<file path="config.mk">
export PLATFORM = sky130hd
export DESIGN_NAME = mmio_io_responder_flat
export DESIGN_NICKNAME = d
export VERILOG_FILES = /design/src/rtl/mmio_io_responder_if.sv /design/src/rtl/mmio_io_responder.sv /design/src/flat_wrapper.sv
export SDC_FILE = /design/constraint.sdc
export NUM_CORES = 1
export LEC_CHECK = 0
export ABC_CLOCK_PERIOD_IN_PS = 4200
export BUFFER_PORTS_ARGS = -buffer_cell sky130_fd_sc_hd__buf_2
export CAP_MARGIN = 10
export CORE_ASPECT_RATIO = 1.1
export CORE_UTILIZATION = 45
export CTS_CLUSTER_DIAMETER = 40
export CTS_CLUSTER_SIZE = 14
export DETAILED_ROUTE_END_ITERATION = 8
export PLACE_DENSITY = 0.69
export SLEW_MARGIN = 10
export SYNTH_ARGS = -nofsm -noshare
export SYNTH_HDL_FRONTEND = slang
export SYNTH_SLANG_ARGS = --single-unit
</file>
<file path="constraint.sdc">
create_clock -name clk -period 4.2 [get_ports clk]
set_input_delay 0.63 -clock clk [delete_from_list [all_inputs] [get_ports clk]]
set_output_delay 0.63 -clock clk [all_outputs]
set_load 0.01 [all_outputs]
</file>
<file path="src/rtl/mmio_io_responder_if.sv">
`default_nettype none
// ============================================================================
// Module      : mmio_io_responder_if
// Description : CPU memory-bus signals between the initiator and the MMIO
//               responder. The master drives command, address and write data.
//               The slave returns registered read data and the io_hit decode.
// Revision    : 1.0 - initial release
// ============================================================================
interface mmio_io_responder_if #(
    parameter int data_width = 16
) ();
    logic [1:0]            mem_cmd;
    logic [8:0]            mem_addr;
    logic [data_width-1:0] write_data;
    logic [data_width-1:0] read_data;
    logic                  io_hit;

    modport master (
        output mem_cmd,
        output mem_addr,
        output write_data,
        input  read_data,
        input  io_hit
    );

    modport slave (
        input  mem_cmd,
        input  mem_addr,
        input  write_data,
        output read_data,
        output io_hit
    );
endinterface
`default_nettype wire

</file>
<file path="src/rtl/mmio_io_responder.sv">
`default_nettype none
// ============================================================================
// Module      : mmio_io_responder
// Description : Memory-mapped I/O responder. Synchronizes and debounces the
//               slide switches and push buttons, latches key-press events
//               (cleared on read), holds the LED register, and runs a
//               free-running 16-bit tick counter.
// Revision    : 1.0 - initial release
// ============================================================================
module mmio_io_responder #(
    parameter int         data_width      = 16,
    parameter int         DEBOUNCE_CYCLES = 16,
    parameter logic [8:0] LED_ADDR        = 9'h100,
    parameter logic [8:0] SW_ADDR         = 9'h140,
    parameter logic [8:0] KEY_ADDR        = 9'h141,
    parameter logic [8:0] CNT_ADDR        = 9'h142
) (
    input  wire logic              clk,
    input  wire logic              reset,
    mmio_io_responder_if.slave     bus,
    input  wire logic [7:0]        SW,
    input  wire logic [3:0]        KEY_n,
    output logic      [7:0]        LEDR
);

    localparam int                 c_cnt_w     = $clog2(DEBOUNCE_CYCLES + 1);
    localparam logic [c_cnt_w-1:0] c_db_last   = c_cnt_w'(DEBOUNCE_CYCLES - 1);
    localparam logic [c_cnt_w-1:0] c_cnt_one   = c_cnt_w'(1);
    // Bits [11:8] are the active-low keys (idle high), bits [7:0] the switches.
    localparam logic [11:0]        c_in_rst    = 12'hF00;
    localparam logic [1:0]         c_cmd_read  = 2'b01;
    localparam logic [1:0]         c_cmd_write = 2'b10;

    // Keys and switches share one input path so each bit gets identical treatment.
    logic [11:0]            w_raw;
    logic [11:0]            sync1_q;
    logic [11:0]            sync2_q;
    logic [11:0]            db_q;
    logic [11:0]            db_d;
    logic [c_cnt_w-1:0]     db_cnt_q [12];
    logic [c_cnt_w-1:0]     db_cnt_d [12];
    logic [7:0]             led_q;
    logic [7:0]             led_d;
    logic [3:0]             key_evt_q;
    logic [3:0]             key_evt_d;
    logic [15:0]            tick_q;
    logic [15:0]            tick_d;
    logic [data_width-1:0]  read_data_q;
    logic [data_width-1:0]  read_data_d;
    logic                   w_is_read;
    logic                   w_is_write;
    logic                   w_mapped;

    assign w_raw         = {KEY_n, SW};
    assign w_is_read     = (bus.mem_cmd == c_cmd_read);
    assign w_is_write    = (bus.mem_cmd == c_cmd_write);
    assign w_mapped      = (bus.mem_addr == LED_ADDR) || (bus.mem_addr == SW_ADDR) ||
                           (bus.mem_addr == KEY_ADDR) || (bus.mem_addr == CNT_ADDR);
    assign bus.io_hit    = (w_is_read || w_is_write) && w_mapped;
    assign bus.read_data = read_data_q;
    assign LEDR          = led_q;

    // Per-bit debounce: a bit follows its synchronized input only after it has
    // disagreed for DEBOUNCE_CYCLES consecutive cycles.
    always_comb begin
        db_d = db_q;
        for (int i = 0; i < 12; i++) begin
            db_cnt_d[i] = '0;
            if (sync2_q[i] != db_q[i]) begin
                if (db_cnt_q[i] == c_db_last) begin
                    db_d[i] = sync2_q[i];
                end else begin
                    db_cnt_d[i] = db_cnt_q[i] + c_cnt_one;
                end
            end
        end
    end

    // Bus side: LED write, read mux, clear-on-read key events, tick counter.
    always_comb begin
        led_d       = led_q;
        read_data_d = read_data_q;
        tick_d      = tick_q + 16'd1;
        key_evt_d   = key_evt_q;

        if (w_is_write && (bus.mem_addr == LED_ADDR)) begin
            led_d = bus.write_data[7:0];
        end

        if (w_is_read) begin
            read_data_d = '0;
            case (bus.mem_addr)
                LED_ADDR: read_data_d[7:0]  = led_q;
                SW_ADDR:  read_data_d[7:0]  = db_q[7:0];
                KEY_ADDR: read_data_d[3:0]  = key_evt_q;
                CNT_ADDR: read_data_d[15:0] = tick_q;
                default:  read_data_d       = '0;
            endcase
            if (bus.mem_addr == KEY_ADDR) begin
                key_evt_d = 4'b0000;
            end
        end

        // A press landing on the clearing edge survives into the next read.
        key_evt_d = key_evt_d | (db_q[11:8] & ~db_d[11:8]);
    end

    // All state registers with asynchronous reset.
    always_ff @(posedge clk or posedge reset) begin
        if (reset) begin
            sync1_q     <= c_in_rst;
            sync2_q     <= c_in_rst;
            db_q        <= c_in_rst;
            for (int i = 0; i < 12; i++) begin
                db_cnt_q[i] <= '0;
            end
            led_q       <= '0;
            key_evt_q   <= '0;
            tick_q      <= '0;
            read_data_q <= '0;
        end else begin
            sync1_q     <= w_raw;
            sync2_q     <= sync1_q;
            db_q        <= db_d;
            for (int i = 0; i < 12; i++) begin
                db_cnt_q[i] <= db_cnt_d[i];
            end
            led_q       <= led_d;
            key_evt_q   <= key_evt_d;
            tick_q      <= tick_d;
            read_data_q <= read_data_d;
        end
    end

endmodule
`default_nettype wire

</file>
<file path="src/flat_wrapper.sv">
// flat-port wrapper written by rule: the top's interface ports become plain ports
module mmio_io_responder_flat 
#(
    parameter int         data_width      = 16,
    parameter int         DEBOUNCE_CYCLES = 16,
    parameter logic [8:0] LED_ADDR        = 9'h100,
    parameter logic [8:0] SW_ADDR         = 9'h140,
    parameter logic [8:0] KEY_ADDR        = 9'h141,
    parameter logic [8:0] CNT_ADDR        = 9'h142
)
  (clk, reset, SW, KEY_n, LEDR, bus_mem_cmd, bus_mem_addr, bus_write_data, bus_read_data, bus_io_hit);
  mmio_io_responder_if #(.data_width(data_width)) bus_i ();
  input  wire logic clk;
  input  wire logic reset;
  input  wire logic [7:0] SW;
  input  wire logic [3:0] KEY_n;
  output logic      [7:0] LEDR;
  input wire logic [$bits(bus_i.mem_cmd)-1:0] bus_mem_cmd;
  input wire logic [$bits(bus_i.mem_addr)-1:0] bus_mem_addr;
  input wire logic [$bits(bus_i.write_data)-1:0] bus_write_data;
  output wire logic [$bits(bus_i.read_data)-1:0] bus_read_data;
  output wire logic [$bits(bus_i.io_hit)-1:0] bus_io_hit;
  assign bus_i.mem_cmd = bus_mem_cmd;
  assign bus_i.mem_addr = bus_mem_addr;
  assign bus_i.write_data = bus_write_data;
  assign bus_read_data = bus_i.read_data;
  assign bus_io_hit = bus_i.io_hit;
  mmio_io_responder #(.data_width(data_width), .DEBOUNCE_CYCLES(DEBOUNCE_CYCLES), .LED_ADDR(LED_ADDR), .SW_ADDR(SW_ADDR), .KEY_ADDR(KEY_ADDR), .CNT_ADDR(CNT_ADDR)) u_core (.clk(clk), .reset(reset), .bus(bus_i), .SW(SW), .KEY_n(KEY_n), .LEDR(LEDR));
endmodule
</file>
==> results of run 1 <==
## layer usage
layer / share of wire (%) / global-route usage [%] / up-vias
li1: - / - / 1758
met1: 45 / 23.06 / 1802
met2: 48 / 26.45 / 85
met3: 4.9 / 5.553 / 14
met4: 1.5 / 8.083 / 0
met5: 0 / 0 / -
## cells by family after synthesis
family          Yosys count  synth area share, %
compound gates           42                4.997
xor+xnor                 50                7.637
fa+ha+maj                15                3.273
buf+inv                  38                2.553
flops                   140                61.36
mux                      28                5.499
simple gates            156                14.68
## layout make-up
cell class / count / area (um^2)
Clock buffer: 25 / 495.5
Clock inverter: 7 / 110.1
Fill cell: 1025 / 5429
Inverter: 30 / 116.4
Multi-Input combinational cell: 291 / 2069
Sequential cell: 140 / 3518
Tap cell: 154 / 192.7
Timing Repair Buffer: 59 / 312.8
## sequential cells by signal, summed over array words and instances (netlist names)
signal and flops:
u_core.sync2_q 12, u_core.sync1_q 12, u_core.tick_q 16, u_core.db_cnt_q 60, u_core.LEDR 8, u_core.bus.read_data 16
u_core.db_q 12, u_core.key_evt_q 4
## worst max-delay path by stage
| stage | cells past startpoint | start | endpoint |
|---|---|---|---|
| 5_1_grt | 4 | bus_mem_addr[7] | bus_io_hit |
| 6_report | 4 | bus_mem_addr[7] | bus_io_hit |
| 2_1_floorplan | 1 | reset | u_core.LEDR[0] |
| 3_3_place_gp | 4 | bus_mem_addr[7] | bus_io_hit |
| 3_5_place_dp | 4 | bus_mem_addr[7] | bus_io_hit |
| 4_1_cts | 4 | bus_mem_addr[7] | bus_io_hit |
## layout by cell type, fill, tap and decap left out, drive strengths merged, types with 2 or more instances in the layout
master     n
buf       59
and3      14
nand2     17
dfstp     12
o22ai     13
xnor2      5
o2111ai    2
clkbuf    25
ha        15
and2      19
nand2b     3
xor2      45
bufinv     3
a32o       4
nor2      46
nand3     31
inv       29
nand4      6
mux2      28
o21ai     12
a211oi     4
nor2b      2
dfrtp    128
clkinv     4
and4b      4
nor3       5
nor4b      5
a32oi      3
nor4       4
## stage by stage
stage               utilization, %  cell area (um^2)  power, W
CTS                          55.66              6815  0.003104
detailed placement           50.72              6210  0.001578
global placement             50.72              6210  0.001570
floorplan                        -              5738  0.001530
finish                       55.66              6815  0.003065
global route                 55.66              6815  0.003185
## power by group
part,switching (W),total [W],internal (W)
logic,0.0000789,0.000130,0.0000512
registers,0.0000286,0.00142,0.00139
clock network,0.000518,0.00151,0.000993
total,0.000626,0.00306,0.00244
## critical path, stage by stage
cell and delay (ns):
buf_2 0.11, nor4b_4 0.52, o2111a_1 0.27, buf_2 0.13
==> metrics, run 1 <==
Net Count, Synth=525; chip width=109.6 um; Final Max Tran Viols=0; Top FF cell, synth=dfrtp_1; Worst Setup Start Kind=primary input; crit-path max FO=7; Reg-to-Reg End=u_core.tick_q[13]; core area=12240 um^2; Placement Setup Slack=about 1.9 ns; gr usage total=17.55%; max_cap viols=0; RSZ-0062 raised after global routing=no; cell area after synthesis=5734 um^2; Worst Slack Setup Final=1.911 ns; clock-pin transition on the worst setup and hold timing paths=around 0.050 ns; CTS buffer count=17; synth unique cells=36; WL per Instance=14.33 um; Seq/Total Area, Yosys=61.36%; status=complete, no violations; Pleak=3.505 nW; FMAX=0.4369 GHz; Hold Fails Final Rpt=0; Post-synth ARST share=100.0%; gr ovfl total=0; Hold Path Stages=1; Max clock buf depth=2; Reg2Reg Setup Slack=2.81 ns; post-synth top area share=55.86%; Post-CTS Hold Buffers=0; final cell count without fillers=706; Die H=120.4 um; Fin Setup TNS=0 ns; IO buf count=between 50 and 60; DR iter-0 viols=between 150 and 200; Post-synth EDFFs=0; layout cells sized above 1=23.91%; num ports=between 60 and 70; Gate Count Post-Synth=469; drt pass-1 iters=4; Die ar.=about 13000 um^2; via count=3659; placed cell count=674; Synth Register Bits=140; Setup violations, final=0; WP data arrival=1.66 ns; Critical Path Sink Type=output pin; post-CTS sizing=0; antenna-violating nets left=0; WP data required=approximately 3.6 ns; Hold Path Origin=KEY_n[1]; Hold Path Class=in -> reg; Rel. slew slack=48.60%; n_diodes=0; global-route wire length before repair=17570 um; PwrDens=449.7 nW/um^2; final worst path period share=54.50%; area grow syn2layout=18.85%; Worst IR Drop VDD=around 0.24 mV; initial antenna violation count=0; Worst Hold Path EP=u_core.sync1_q[9]; H-tree levels=4; commonest cells in the netlist=dfrtp_1 (128), nor2_1 (46), xor2_1 (45); Syn. warnings=0; TritonCTS clock tree=built; kind of critical path=in -> out; Reg2Reg Depth=3; minimum hold slack=0.3180 ns; row cnt=42; Least-Margin Pin Slew=about 0.77 ns; hpwl dp=6660 um; reg2reg start=u_core.tick_q[2]; largest net degree at the start of global routing=141; DR vias/cell=5.183; top cells by area, synth=dfrtp_1 (56%), xor2_1 (6.9%), dfstp_2 (5.5%), mux2_2 (5.5%), ha_1 (3.3%); post-CTS setup buffers=0; total clock sinks=140; drc violations=0; Initial Util=between 40 and 50%; area leader, netlist=dfrtp_1; vias in the first global route=about 3.7k; count leader, synth=dfrtp_1; minimum clock period=2.289 ns; nets@finish=595; gpl congestion=0.7537; Syn Area/Cell=around 12 um^2; final setup skew=0.007024 ns; Total Wirelength=10120 um; worst-skew pair later-pin latency=0.41 ns; clk root buf=clkbuf_16
(Power assumes the default switching activity.)
==> run 2, diff against run 1 <==
--- a/config.mk
+++ b/config.mk
@@ -5,7 +5,7 @@
 export SDC_FILE = /design/constraint.sdc
 export NUM_CORES = 1
 export LEC_CHECK = 0
-export ABC_CLOCK_PERIOD_IN_PS = 4200
+export ABC_CLOCK_PERIOD_IN_PS = 2140
 export BUFFER_PORTS_ARGS = -buffer_cell sky130_fd_sc_hd__buf_2
 export CAP_MARGIN = 10
 export CORE_ASPECT_RATIO = 1.1
@@ -13,7 +13,7 @@
 export CTS_CLUSTER_DIAMETER = 40
 export CTS_CLUSTER_SIZE = 14
 export DETAILED_ROUTE_END_ITERATION = 8
-export PLACE_DENSITY = 0.69
+export PLACE_DENSITY = 0.66
 export SLEW_MARGIN = 10
 export SYNTH_ARGS = -nofsm -noshare
 export SYNTH_HDL_FRONTEND = slang
==> constraint.sdc (replaced) <==
create_clock -name clk -period 2.14 [get_ports clk]
set_input_delay 0.321 -clock clk [delete_from_list [all_inputs] [get_ports clk]]
set_output_delay 0.321 -clock clk [all_outputs]
set_load 0.01 [all_outputs]
==> metrics, run 2 (synthesis results as in run 1) <==
clk root buf=clkbuf_16; Post-CTS Hold Buffers=7 (+7); IO buf count=57 (unchanged); Largest Register=u_core.db_cnt_q; global-route wire length before repair=17250 um (-1.8%); drc violations=0 (unchanged); Setup crit start=bus_mem_addr[7]; crit-path max FO=7 (unchanged); DR vias/cell=5.064 (-2.3%); DR iter-0 viols=134 (-16%); RSZ-0062 raised after global routing=no; Critical Path Sink Type=output pin; commonest cells after routing, fill and taps aside=dfrtp_1 (128), buf_2 (57), nor2_1 (46); area grow syn2layout=20.95%; Hold Path Stages=1 (unchanged); CTS buffer count=17 (unchanged); WL per Instance=14.09 um (-1.7%); total clock sinks=140 (unchanged); Worst Slack Setup Final=0.4854 ns (-1.425 ns); nets@finish=607 (+2.0%); n_diodes=0 (unchanged); Reg2Reg Setup Slack=0.77 ns (-2.04 ns); hpwl dp=7235 um (+8.6%); via count=3636 (-0.63%); drt pass-1 iters=4 (unchanged); TritonCTS clock tree=built; final cell count without fillers=718 (+1.7%); status=complete, no violations; initial antenna violation count=0 (unchanged); Hold Fails Final Rpt=0 (unchanged); Pleak=3.546 nW (+1.2%); WP data arrival=1.33 ns (-0.33 ns); Reg2Reg Depth=3 (unchanged); layout cells sized above 1=24.47% (+0.56 points); gpl congestion=0.7135 (-5.3%); minimum clock period=1.655 ns; gr ovfl total=0 (unchanged); Total Wirelength=10120 um (about the same); Fin Setup TNS=0 ns (unchanged); FMAX=0.6044 GHz; vias in the first global route=3652 (-1.0%); PwrDens=866.2 nW/um^2 (+93%); kind of critical path=in -> out; Least-Margin Pin Slew=0.6095 ns (-0.1616 ns); Rel. slew slack=59.28% (+11 points); core area=12240 um^2 (unchanged); max reg flops=60 (unchanged); placed cell count=677 (+0.45%); WP data required=1.82 ns (-1.75 ns); Worst Setup Start Kind=primary input; gr usage total=17.39% (-0.16 points); num ports=66 (unchanged); Setup violations, final=0 (unchanged); Fill cells=1007 (-1.8%); Die ar.=13200 um^2 (unchanged); final worst path period share=77.32%; max_cap viols=0 (unchanged); post-CTS sizing=0 (unchanged); final setup skew=0.007232 ns (+0.0002081 ns); largest net degree at the start of global routing=49 (-65%); Max clock buf depth=2 (unchanged); Hold Path Class=in -> reg; Initial Util=46.83% (unchanged); post-CTS setup buffers=0 (unchanged); clock-pin transition on the worst setup and hold timing paths=0.06 ns (about the same); Die H=120.4 um (unchanged); chip width=109.6 um (unchanged); antenna-violating nets left=0 (unchanged); Hold Path Origin=SW[5]; Worst IR Drop VDD=0.5362 mV (+120%); worst-skew pair later-pin latency=0.41 ns (about the same); Power Total=0.006007 W (+96%); Final Max Tran Viols=0 (unchanged); H-tree levels=4 (unchanged); Placement Setup Slack=0.4041 ns (-1.498 ns); row cnt=42 (unchanged); post-layout util=56.64% (+0.98 points); commonest non-fill, non-tap cell in the layout=dfrtp_1; reg2reg start=u_core.tick_q[2]
[run 2: cell count changes in the layout (fill, tap and decap cells not counted)]
cell,delta
buf_12,+1
buf_4,+2
clkbuf_1,-3
clkbuf_8,-4
clkinv_2,-1
clkinv_4,+4
clkinvlp_4,+3
dlygate4sd3_1,+9
inv_6,+1
[run 2: path summary, 6_finish.rpt]
check | endpoint
max reg2reg | u_core.tick_q[13]
min in group asynchronous | u_core.db_cnt_q[43]
min reg2reg | u_core.sync2_q[6]
max in group asynchronous | u_core.db_cnt_q[23]
min | u_core.sync1_q[5]
max | bus_io_hit
[run 2: per-stage QoR]
step	cell area (um^2)	hold slack [ns]
2_1_floorplan	5738	0.3255
3_3_place_gp	6245	0.3336
3_5_place_dp	6245	0.3396
4_1_cts	6915	0.002152
5_1_grt	6935	0.004553
6_report	6935	0.02615
[run 2: report_power, final]
group | internal [W] | total (W) | switching, W
Combinational | 0.000116 | 0.000273 | 0.000158
Sequential | 0.00274 | 0.00279 | 0.0000551
Clock | 0.00183 | 0.00294 | 0.00111
[run 2: routing by layer]
layer | wire length, um | global-route usage (%) | vias up
met2 | 5018 | 27.08 | 59
met4 | 95 | 5.500 | 0
met1 | 4623 | 22.83 | 1792
met3 | 378 | 5.984 | 7
met5 | 0 | 0 | -
li1 | - | - | 1778
[run 2: layout make-up]
type	count	area (um^2)	share of cell area [%]
flip-flops and latches	140	3518	50.73
inverters	30	116.4	1.678
clock buffers	18	429.2	6.188
multi-input cells	291	2069	29.84
clock inverters	14	171.4	2.472
well taps	154	192.7	2.778
repair buffers	71	437.9	6.314
[run 2: worst max-delay path, stage by stage]
cell and delay [ns]:
buf_2 0.11, nor4b_4 0.50, o2111a_1 0.27, buf_2 0.13
==> run 3, diff against run 2 <==
--- a/config.mk
+++ b/config.mk
@@ -5,7 +5,7 @@
 export SDC_FILE = /design/constraint.sdc
 export NUM_CORES = 1
 export LEC_CHECK = 0
-export ABC_CLOCK_PERIOD_IN_PS = 2140
+export ABC_CLOCK_PERIOD_IN_PS = 1700
 export BUFFER_PORTS_ARGS = -buffer_cell sky130_fd_sc_hd__buf_2
 export CAP_MARGIN = 10
 export CORE_ASPECT_RATIO = 1.1
==> constraint.sdc (replaced) <==
create_clock -name clk -period 1.7 [get_ports clk]
set_input_delay 0.255 -clock clk [delete_from_list [all_inputs] [get_ports clk]]
set_output_delay 0.255 -clock clk [all_outputs]
set_load 0.01 [all_outputs]
==> metrics, run 3 (synthesis results as in run 1) <==
status=complete, no violations; chip width=109.6 um (unchanged); Fill cells=996 (-1.1%); part of the power in registers=44.6% (-1.9 points); Post-CTS Hold Buffers=13 (+6); drc violations=0 (unchanged); Pleak=3.608 nW (+1.7%); TritonCTS clock tree=built; Sw Share=21.16% (-0.84 points); clock-pin transition on the worst setup and hold timing paths=0.06 ns (about the same); num ports=66 (unchanged); internal cell power=0.006211 W (+33%); hpwl dp=7147 um (-1.2%); layout cells sized above 1=24.83% (+0.36 points); global-route wire length before repair=17530 um (+1.6%); commonest non-fill, non-tap cell in the layout=dfrtp_1; GRT Max-Usage Layer=met2; vias in the first global route=3697 (+1.2%); Critical Path Sink Type=output pin; total clock sinks=140 (unchanged); worst-skew pair later-pin latency=0.41 ns (about the same); initial antenna violation count=0 (unchanged); largest net degree at the start of global routing=62 (+27%); gr ovfl total=0 (unchanged); Total Wirelength=10100 um (-0.15%); placed cell count=681 (+0.59%); M2 GR Usage=26.18% (-0.90 points); crit-path max FO=7 (unchanged); PwrDens=1115 nW/um^2 (+29%); WL per Instance=13.91 um (-1.2%); WP data arrival=1.12 ns (-0.21 ns); gpl congestion=0.7808 (+9.4%); Least-Margin Pin Slew=0.4849 ns (-0.1246 ns); minimum hold slack=0.07429 ns (+0.04815 ns); most used cell, CP=buf_2; final cell count without fillers=726 (+1.1%); H-tree levels=4 (unchanged); Largest Register=u_core.db_cnt_q; core area=12240 um^2 (unchanged); Psw=0.001667 W (+26%); Worst IR Drop VDD=0.6177 mV (+15%); kind of critical path=in -> out; max_cap viols=0 (unchanged); Hold Fails Final Rpt=0 (unchanged); Final Max Tran Viols=0 (unchanged); Hold Path Class=in -> reg; max reg flops=60 (unchanged); Die ar.=13200 um^2 (unchanged); Setup violations, final=0 (unchanged); Die H=120.4 um (unchanged); via count=3671 (+0.96%); clock network fraction of total power=50.8% (+1.8 points); RSZ-0062 raised after global routing=no; n_diodes=0 (unchanged); Rel. slew slack=67.64% (+8.4 points); Worst Setup Start Kind=primary input; Initial Util=46.83% (unchanged); final setup skew=0.005833 ns (-0.001399 ns); IO buf count=57 (unchanged); gr usage total=17.52% (+0.13 points); post-CTS setup buffers=0 (unchanged); multi-input logic area=2069 um^2 (unchanged); Fin Setup TNS=0 ns (unchanged); WP data required=1.44 ns (-0.38 ns); Critical Path Slowest Stage Cell=nor4b_4; met3 Use GR=4.313% (-1.7 points); max incr delay on CP=0.25 ns (-0.25 ns); FMAX=0.7297 GHz; antenna-violating nets left=0 (unchanged); commonest cells after routing, fill and taps aside=dfrtp_1 (128), buf_2 (57), nor2_1 (46); GRT met1 Usage=24.01% (+1.2 points); DR iter-0 viols=166 (+24%); clk root buf=clkbuf_16; DR vias/cell=5.056 (-0.15%); minimum clock period=1.370 ns; final worst path period share=80.62%; area grow syn2layout=23.19%; CTS buffer count=17 (unchanged); drt pass-1 iters=4 (unchanged); crit-path cells=buf_2 -> nor4b_4 -> buf_4 -> o2111a_1 -> buf_2; row cnt=42 (unchanged); Logic pwr share=4.6% (about the same); Reg area=3518 um^2 (unchanged); Max clock buf depth=2 (unchanged); post-CTS sizing=0 (unchanged); nets@finish=615 (+1.3%); Power Total=0.007877 W (+31%)
## run 3: cell types whose count changed in the layout (fill, tap and decap cells not counted), sizes merged
cell | before | now
buf | 62 | 66
clkinv | 7 | 5
dlygate4sd3 | 9 | 13
bufinv | 3 | 5
## run 3: stage by stage
stage	cell area, um^2	utilization, %	worst slack [ns]
after floorplan	5738	-	-0.2943
after global placement	6287	51.35	0.2005
after detailed placement	6287	51.35	0.1270
after CTS	7064	57.69	0.3222
after global routing	7064	57.69	0.2183
final	7064	57.69	0.3295
## run 3: worst max-delay path, delay by kind of cell
family	cells	cell delay (ns)
AND/OR/NAND/NOR	1	0.25
buffers and inverters	3	0.43
AO/OA/AOI/OAI	1	0.18
## run 3: path summary, 6_finish.rpt
path	startpoint	endpoint	slack (ns)	cells past startpoint
worst max register to register	u_core.tick_q[2]	u_core.tick_q[15]	0.33	3
worst min-delay path	bus_write_data[5]	u_core.LEDR[5]	0.07	2
worst max-delay path	bus_mem_addr[7]	bus_io_hit	0.33	5
min in group asynchronous	reset	u_core.db_cnt_q[48]	0.51	4
max in group asynchronous	reset	u_core.bus.read_data[15]	0.88	4
worst min register to register	u_core.sync1_q[7]	u_core.sync2_q[7]	0.35	0
## run 3: layer usage
metal | part of all wire [%] | wire (um)
met5 | 0 | 0
met2 | 47 | 4784
met4 | 2.1 | 216
met3 | 3.2 | 323
met1 | 47 | 4778
## run 3: area by class of cell
type                            instances  area share (%)
Sequential cell                       140           49.81
Timing Repair Buffer                   79           7.368
Clock buffer                           18           6.075
Clock inverter                         14           3.082
Tap cell                              154           2.728
Inverter                               30           1.647
Multi-Input combinational cell        291           29.29
## run 3: power groups by stage
stage / combinational (W) / sequential (W) / clock, W
2_1_floorplan: 0.000223 / 0.00356 / 0
4_1_cts: 0.000373 / 0.00351 / 0.00407
5_1_grt: 0.000421 / 0.00353 / 0.00422
3_5_place_dp: 0.000347 / 0.00357 / 0
6_report: 0.000363 / 0.00351 / 0.00400
3_3_place_gp: 0.000334 / 0.00357 / 0
